## src/rtl/pipeline_pkg.sv

```systemverilog
// Shared fetch-pipeline types: instruction/PC widths, PC increment,
// the queue payload carried from the memory response to IF/ID, and the
// prefetch-queue control state.
package pipeline_pkg;

  localparam int unsigned INSTR_W = 32;
  localparam int unsigned PC_INC  = 4;

  // One prefetched instruction together with the address it came from.
  typedef struct packed {
    logic [INSTR_W-1:0] pc;
    logic [INSTR_W-1:0] instr;
  } fetch_entry_t;

  // RUN: responses are enqueued. DRAIN: stale responses are still in flight.
  typedef enum logic {
    ST_RUN   = 1'b0,
    ST_DRAIN = 1'b1
  } pf_state_t;

endpackage

```

## src/rtl/fetch_fifo.sv

```systemverilog
// Storage for the instruction prefetch queue.
// Ports:
//   clk, rst        clock, asynchronous active-low reset (clears storage)
//   flush           empties the queue; overrides push/pop in the same cycle
//   push, wdata     enqueue one entry
//   pop             dequeue the head entry
//   head            registered head entry (storage word at the read pointer)
//   count           current occupancy, 0..DEPTH
module fetch_fifo
  import pipeline_pkg::*;
#(
  parameter int unsigned DEPTH = 4
) (
  input  logic                   clk,
  input  logic                   rst,
  input  logic                   flush,
  input  logic                   push,
  input  fetch_entry_t           wdata,
  input  logic                   pop,
  output fetch_entry_t           head,
  output logic [$clog2(DEPTH):0] count
);

  localparam int unsigned PTR_W = $clog2(DEPTH);
  localparam int unsigned CNT_W = PTR_W + 1;

  fetch_entry_t     mem [DEPTH];
  logic [PTR_W-1:0] wr_ptr;
  logic [PTR_W-1:0] rd_ptr;
  logic             full;
  logic             wr_en;
  logic             rd_en;

  assign full  = (count == CNT_W'(DEPTH));
  // A push into a full queue is only accepted alongside a pop.
  assign wr_en = push && (!full || pop);
  assign rd_en = pop && (count != '0);
  assign head  = mem[rd_ptr];

  // Storage and pointers; DEPTH is a power of two so pointers wrap naturally.
  always_ff @(posedge clk or negedge rst) begin
    if (!rst) begin
      for (int unsigned i = 0; i < DEPTH; i++) begin
        mem[PTR_W'(i)] <= '0;
      end
      wr_ptr <= '0;
      rd_ptr <= '0;
      count  <= '0;
    end else if (flush) begin
      wr_ptr <= '0;
      rd_ptr <= '0;
      count  <= '0;
    end else begin
      if (wr_en) begin
        mem[wr_ptr] <= wdata;
        wr_ptr      <= wr_ptr + PTR_W'(1);
      end
      if (rd_en) begin
        rd_ptr <= rd_ptr + PTR_W'(1);
      end
      count <= count + CNT_W'(wr_en) - CNT_W'(rd_en);
    end
  end

endmodule

```

## src/rtl/instr_prefetch_queue.sv

```systemverilog
// Instruction prefetch queue: issues sequential word fetches to instruction
// memory, buffers in-order responses, and presents them to the IF/ID register.
// A redirect flushes the queue, restarts fetch at redirect_pc and marks all
// in-flight responses for discard.
// Ports:
//   clk, rst                  clock, asynchronous active-low reset
//   mem_req, mem_addr         fetch request and word-aligned byte address
//   mem_gnt                   request accepted this cycle
//   mem_rvalid, mem_rdata     in-order read response
//   redirect, redirect_pc     taken branch and new fetch address
//   out_valid, out_ready      head handshake with IF/ID
//   out_instr, out_pc         head instruction and its address
module instr_prefetch_queue
  import pipeline_pkg::*;
#(
  parameter int unsigned DEPTH    = 4,
  parameter int unsigned MAX_OUT  = 2,
  parameter logic [31:0] RESET_PC = 32'd0
) (
  input  logic               clk,
  input  logic               rst,
  output logic               mem_req,
  output logic [INSTR_W-1:0] mem_addr,
  input  logic               mem_gnt,
  input  logic               mem_rvalid,
  input  logic [INSTR_W-1:0] mem_rdata,
  input  logic               redirect,
  input  logic [INSTR_W-1:0] redirect_pc,
  output logic               out_valid,
  input  logic               out_ready,
  output logic [INSTR_W-1:0] out_instr,
  output logic [INSTR_W-1:0] out_pc
);

  localparam int unsigned CNT_W = $clog2(DEPTH) + 1;
  localparam int unsigned OUT_W = 2;
  localparam int unsigned SUM_W = 8;

  pf_state_t          state;
  pf_state_t          state_n;
  logic [OUT_W-1:0]   outstanding;
  logic [OUT_W-1:0]   outstanding_n;
  logic [OUT_W-1:0]   discard;
  logic [OUT_W-1:0]   discard_n;
  logic [OUT_W-1:0]   out_after;
  logic [OUT_W-1:0]   live;
  logic [INSTR_W-1:0] fetch_pc;
  logic [INSTR_W-1:0] fetch_pc_n;
  logic [INSTR_W-1:0] resp_pc;
  logic [INSTR_W-1:0] resp_pc_n;
  logic               run_en;
  logic [CNT_W-1:0]   occ;
  fetch_entry_t       head;
  fetch_entry_t       wentry;
  logic               rv_eff;
  logic               room;
  logic               grant;
  logic               drop;
  logic               push;
  logic               pop;

  // A response with nothing outstanding is a protocol error and is ignored.
  assign rv_eff = mem_rvalid && (outstanding != '0);
  // Requests whose responses will actually be enqueued.
  assign live   = outstanding - discard;
  assign room   = (SUM_W'(occ) + SUM_W'(live)) < SUM_W'(DEPTH);

  // Combinational so a redirect cancels the request in its own cycle;
  // run_en holds requests off until the first edge after reset release.
  assign mem_req = run_en && !redirect && room &&
                   (SUM_W'(outstanding) < SUM_W'(MAX_OUT));
  assign grant   = mem_req && mem_gnt;

  assign drop      = (state == ST_DRAIN);
  assign push      = rv_eff && !drop && !redirect;
  assign out_valid = (occ != '0);
  assign pop       = out_valid && out_ready && !redirect;

  // Responses return in order, so resp_pc tracks the address of the next live one.
  assign wentry    = '{pc: resp_pc, instr: mem_rdata};
  assign mem_addr  = fetch_pc;
  assign out_pc    = head.pc;
  assign out_instr = head.instr;

  fetch_fifo #(
    .DEPTH (DEPTH)
  ) u_fifo (
    .clk   (clk),
    .rst   (rst),
    .flush (redirect),
    .push  (push),
    .wdata (wentry),
    .pop   (pop),
    .head  (head),
    .count (occ)
  );

  // Control and counter registers.
  always_ff @(posedge clk or negedge rst) begin
    if (!rst) begin
      state       <= ST_RUN;
      outstanding <= '0;
      discard     <= '0;
      fetch_pc    <= RESET_PC;
      resp_pc     <= RESET_PC;
      run_en      <= 1'b0;
    end else begin
      state       <= state_n;
      outstanding <= outstanding_n;
      discard     <= discard_n;
      fetch_pc    <= fetch_pc_n;
      resp_pc     <= resp_pc_n;
      run_en      <= 1'b1;
    end
  end

  // Next-state: fetch/response address tracking and discard bookkeeping.
  always_comb begin
    state_n       = state;
    discard_n     = discard;
    fetch_pc_n    = fetch_pc;
    resp_pc_n     = resp_pc;
    out_after     = outstanding - OUT_W'(rv_eff);
    outstanding_n = out_after + OUT_W'(grant);

    if (redirect) begin
      fetch_pc_n = redirect_pc;
      resp_pc_n  = redirect_pc;
    end else begin
      if (grant) fetch_pc_n = fetch_pc + INSTR_W'(PC_INC);
      if (push)  resp_pc_n  = resp_pc + INSTR_W'(PC_INC);
    end

    // On redirect every request still in flight is stale; this already
    // includes earlier pending discards and is bounded by MAX_OUT.
    case (state)
      ST_RUN: begin
        if (redirect) begin
          discard_n = out_after;
          if (out_after != '0) state_n = ST_DRAIN;
        end
      end
      ST_DRAIN: begin
        if (redirect) begin
          discard_n = out_after;
          if (out_after == '0) state_n = ST_RUN;
        end else if (rv_eff) begin
          discard_n = discard - OUT_W'(1);
          if (discard == OUT_W'(1)) state_n = ST_RUN;
        end
      end
      default: begin
        state_n   = ST_RUN;
        discard_n = '0;
      end
    endcase
  end

endmodule
```

## config.mk

```make
export PLATFORM = sky130hd
export DESIGN_NAME = instr_prefetch_queue
export DESIGN_NICKNAME = d
export VERILOG_FILES = /design/src/rtl/pipeline_pkg.sv /design/src/rtl/fetch_fifo.sv /design/src/rtl/instr_prefetch_queue.sv
export SDC_FILE = /design/constraint.sdc
export NUM_CORES = 1
export LEC_CHECK = 0
export CORE_ASPECT_RATIO = 1.4
export CORE_MARGIN = 3
export CORE_UTILIZATION = 30
export DETAILED_ROUTE_END_ITERATION = 16
export PLACE_DENSITY_LB_ADDON = 0.12
export RECOVER_POWER = 25
export SYNTH_ARGS = -nofsm -noshare
export SYNTH_HDL_FRONTEND = slang
export SYNTH_SLANG_ARGS = --single-unit
```

## constraint.sdc

```tcl
create_clock -name clk -period 3.2 [get_ports clk]
set_input_delay 0.64 -clock clk [delete_from_list [all_inputs] [get_ports clk]]
set_output_delay 0.64 -clock clk [all_outputs]
set_load 0.1 [all_outputs]
```

==> flow_summary.toml <==
[worst_hold_path]
hp-class = "reg2reg"
min_delay_path_depth = 2
hp-start = "u_fifo.mem[32]"
holdPathEnd = "u_fifo.mem[32]"

[grt]
grtUsageTotal_pct = 14.9
grt_antenna_before_repair = 0
grt_max_degree = 71
grt_pass1_wl_mm = 62.9
grt_pass1_vias = 10460
grt_overflow = 0

[setup_path]
critPathMaxStageDelay_ns = 0.36
worst_r2r_endpoint = "mem_addr[19]"
worstPathRequired_ns = 2.56
worst_path_max_delay_cell = "dfrtp_1"
r2r_start = "outstanding[0]"
worstSetupPathType = "reg2out"
setup.reg_to_reg.worst_slack_ns = 0.32
path_cells = "inv_1 > ha_1 > xnor2_1 > xnor2_1 > ha_1 > nor4_4 > nand2_1 > nor2_1 > buf_12"
critPathMaxFanout = 3
crit_buf_inv = 2
start_kind = "flop"
worst-r2r-cell-count = 10
cp_top_family = "simple AND/OR/NAND/NOR gates"
cp.arrival_ns = 2.35
worstSetupEndpointType = "primary output"

[detailed_routing]
drt_iter0_drc = 385
routed_wl_mm = 39.5
vias = 9644
via_per_inst = 4.97
first_pass_iters = 4
drc_errors = 0
wire_per_inst_um = 20.4
postRouteAntennaNets = 0

[cells_and_area]
finalNetCount = 1352
fillCellCount = 4805
n_antenna_cell = 0
syn_to_final_growth_pct = 29.4
drive_above_1_share_pct = 41.4

[synth]
syn_avg_cell_area_sq_um = 14.0
ys_ff_latch = 333
yosys_warnings = 0
seq_area_frac_synth_pct = 54.4
synthArstFlopShare_pct = 100
ys_types = 53
synth-edff-count = 0
syn_area_sq_um = 15300
synthFlopType = "dfrtp_1"
synth_cells = 1094
syn_nets = 1178

[floorplanning]
rows = 97
dieWidth_um = 197
die_area_sq_um = 53800
io-pin-count = 168
fp.dieH_um = 273
core_sq_um = 50200
initial_utilization_pct = 30.5

[clocking]
cts_buffer_depth = 3
hold_buffers = 0
cts_tree = "built"
numCtsBuffers = 39
cts_root_buffer = "clkbuf_16"
clkTransAtPathRegs_ns = 0.06
htree_num_levels = 2
clkLatencyLatePin_ns = 0.53
clkSinkCount = 333

[timing]
worst-slew-pin-transition_ns = 1.90
finClkSkew_ns = 0.0126
worst_slew_margin_rel_pct = -26.9
hold_viol = 0
fmax_mhz = 335
rsz0062_at_grt = "no"
setup_viol = 0
final_min_period_over_clock_period_pct = 93.3
drv_slew = 71
tns_ns = 0
fin_crit_ns = 2.99

[run]
maxCapViolCount = 1

[power]
power.density_nw_per_um2 = 1040
p_leak_nw = 8.83
ir_drop_mv = 0.764
power_mw = 20.6

[run_status]
violations = "capacitance limit, slew limit"
status = "finished, violations left"

[placement]
port_buffers = 167
hpwl_mm = 26.7
gp_congestion = 0.756
-- cell type report --
class / count / area, sq um / area share, %
Sequential cell: 333 / 8340 / 42.1
Multi-Input combinational cell: 671 / 6660 / 33.6
Timing Repair Buffer: 203 / 2700 / 13.6
Clock buffer: 59 / 1180 / 5.97
Tap cell: 643 / 805 / 4.06
Inverter: 20 / 75.1 / 0.379
Clock inverter: 10 / 63.8 / 0.322
-- power by group --
part / leakage (nW) / internal [mW] / total, mW / switching (mW)
clock: 0.605 / 2.55 / 4.34 / 1.79
combinational: 3.89 / 4.03 / 10.5 / 6.48
sequential: 4.33 / 5.07 / 5.71 / 0.638
total: 8.83 / 11.7 / 20.6 / 8.91
-- through the flow --
step                std cells  worst slack [ns]  area [sq um]  hold slack [ns]  utilization [%]
floorplan                1094           0.00433         15300            0.344                -
global placement         1870             0.192         18600            0.459             37.1
detailed placement       1870             0.158         18600            0.469             37.1
CTS                      1939             0.140         19900           0.0910             39.6
global route             1939            0.0168         19800            0.507             39.5
finish                   1939             0.213         19800            0.477             39.5
-- worst register-to-register path, cell delays in order, from the launching register on --
cell	delay [ns]
dfrtp_1	0.36
inv_1	0.07
ha_1	0.20
xnor2_1	0.17
xnor2_1	0.14
ha_1	0.24
and3b_1	0.17
nand4b_2	0.25
or4_4	0.65
o31a_1	0.27
o31a_1	0.24
-- sequential cells by signal, indices dropped and copies added (netlist names) --
name / count
u_fifo.mem: 256
mem_addr: 32
resp_pc: 32
u_fifo.count: 3
discard: 2
outstanding: 2
u_fifo.rd_ptr: 2
u_fifo.wr_ptr: 2
drop: 1
run_en: 1
-- Yosys cell counts, types with 2 or more instances --
cell	instances	area [sq um]
and3_1	10	62.6
a22oi_1	2	15.0
mux4_2	64	1440
buf_1	30	113
nor4b_1	4	35.0
buf_2	14	70.1
nand2_1	56	210
nor4_4	2	42.5
o31a_1	5	43.8
or3_1	9	56.3
o211ai_1	8	60.1
or2_2	2	12.5
a211oi_1	2	15.0
a31oi_1	5	31.3
nor2_1	22	82.6
inv_1	18	67.6
o21a_1	3	22.5
ha_1	13	163
dfrtp_1	333	8330
o311ai_0	2	17.5
and2_1	4	25.0
a21oi_1	11	55.1
or4_1	3	22.5
a21o_1	3	22.5
o21ai_0	33	165
nor2b_1	2	12.5
nor3_1	7	35.0
xor2_1	21	184
mux2_2	263	2960
a21boi_0	3	22.5
xnor2_1	28	245
nor4_1	12	75.1
nand3_1	27	135
clkbuf_1	25	93.8
and4_1	5	43.8
nand2b_1	4	25.0
nand4_1	23	144
-- metal layers --
metal  GRT usage (%)  up-vias  share of wire, %  wire [um]
met1            19.1     5017                43      17000
li1                -     4399                 -          -
met3            2.28       43               3.5       1400
met4            3.68        0               1.9        757
met5               0        -                 0          0
met2            26.4      185                51      20300
-- layout by cell type, fill, tap and decap left out, drive strengths merged, types with 5 or more instances in the layout --
master         instances
and3                  10
dfrtp                333
a31oi                  5
o31a                   5
mux2                 263
nand2                 56
inv                   19
nor4                  14
o21ai                 33
xnor2                 28
clkbuf                66
buf                  129
nand4                 23
nand3                 27
and4                   5
xor2                  21
nor3                   7
nor2                  22
a21oi                 11
nor4b                  5
ha                    13
o211ai                 8
clkdlybuf4s50         66
or3                    9
mux4                  64
clkinv                 7
-- cell families (layout without fill, tap and decap cells) --
family                     after synthesis  in the layout  synth area share (%)
and+or+nand+nor                        197            197                  7.04
xor gates and xnor gates                49             49                  2.80
AOI/OAI and AO/OA                       82             82                  3.36
muxes                                  328            328                  28.8
adders and majority gates               14             14                  1.19
DFF                                    333            333                  54.4
buffers and inverters                   90            292                  2.37
other                                    1              1                0.0245
-- how the worst max path moves through the flow --
stage	cells past startpoint	slack [ns]	end	from
finish	9	0.21	mem_req	outstanding[0]
global route	9	0.02	mem_req	outstanding[0]
global placement	10	0.19	mem_addr[19]	outstanding[0]
floorplan	8	0.004	mem_req	outstanding[0]
detailed placement	10	0.16	mem_addr[19]	outstanding[0]
CTS	10	0.14	mem_addr[19]	outstanding[0]
-- repair_timing --
action | in CTS | in global routing
resized for setup | 0 | 1
endpoints found under the setup margin | 0 | 1
setup buffers | 0 | 0
Note: power is estimated with default switching activity, not from simulation.
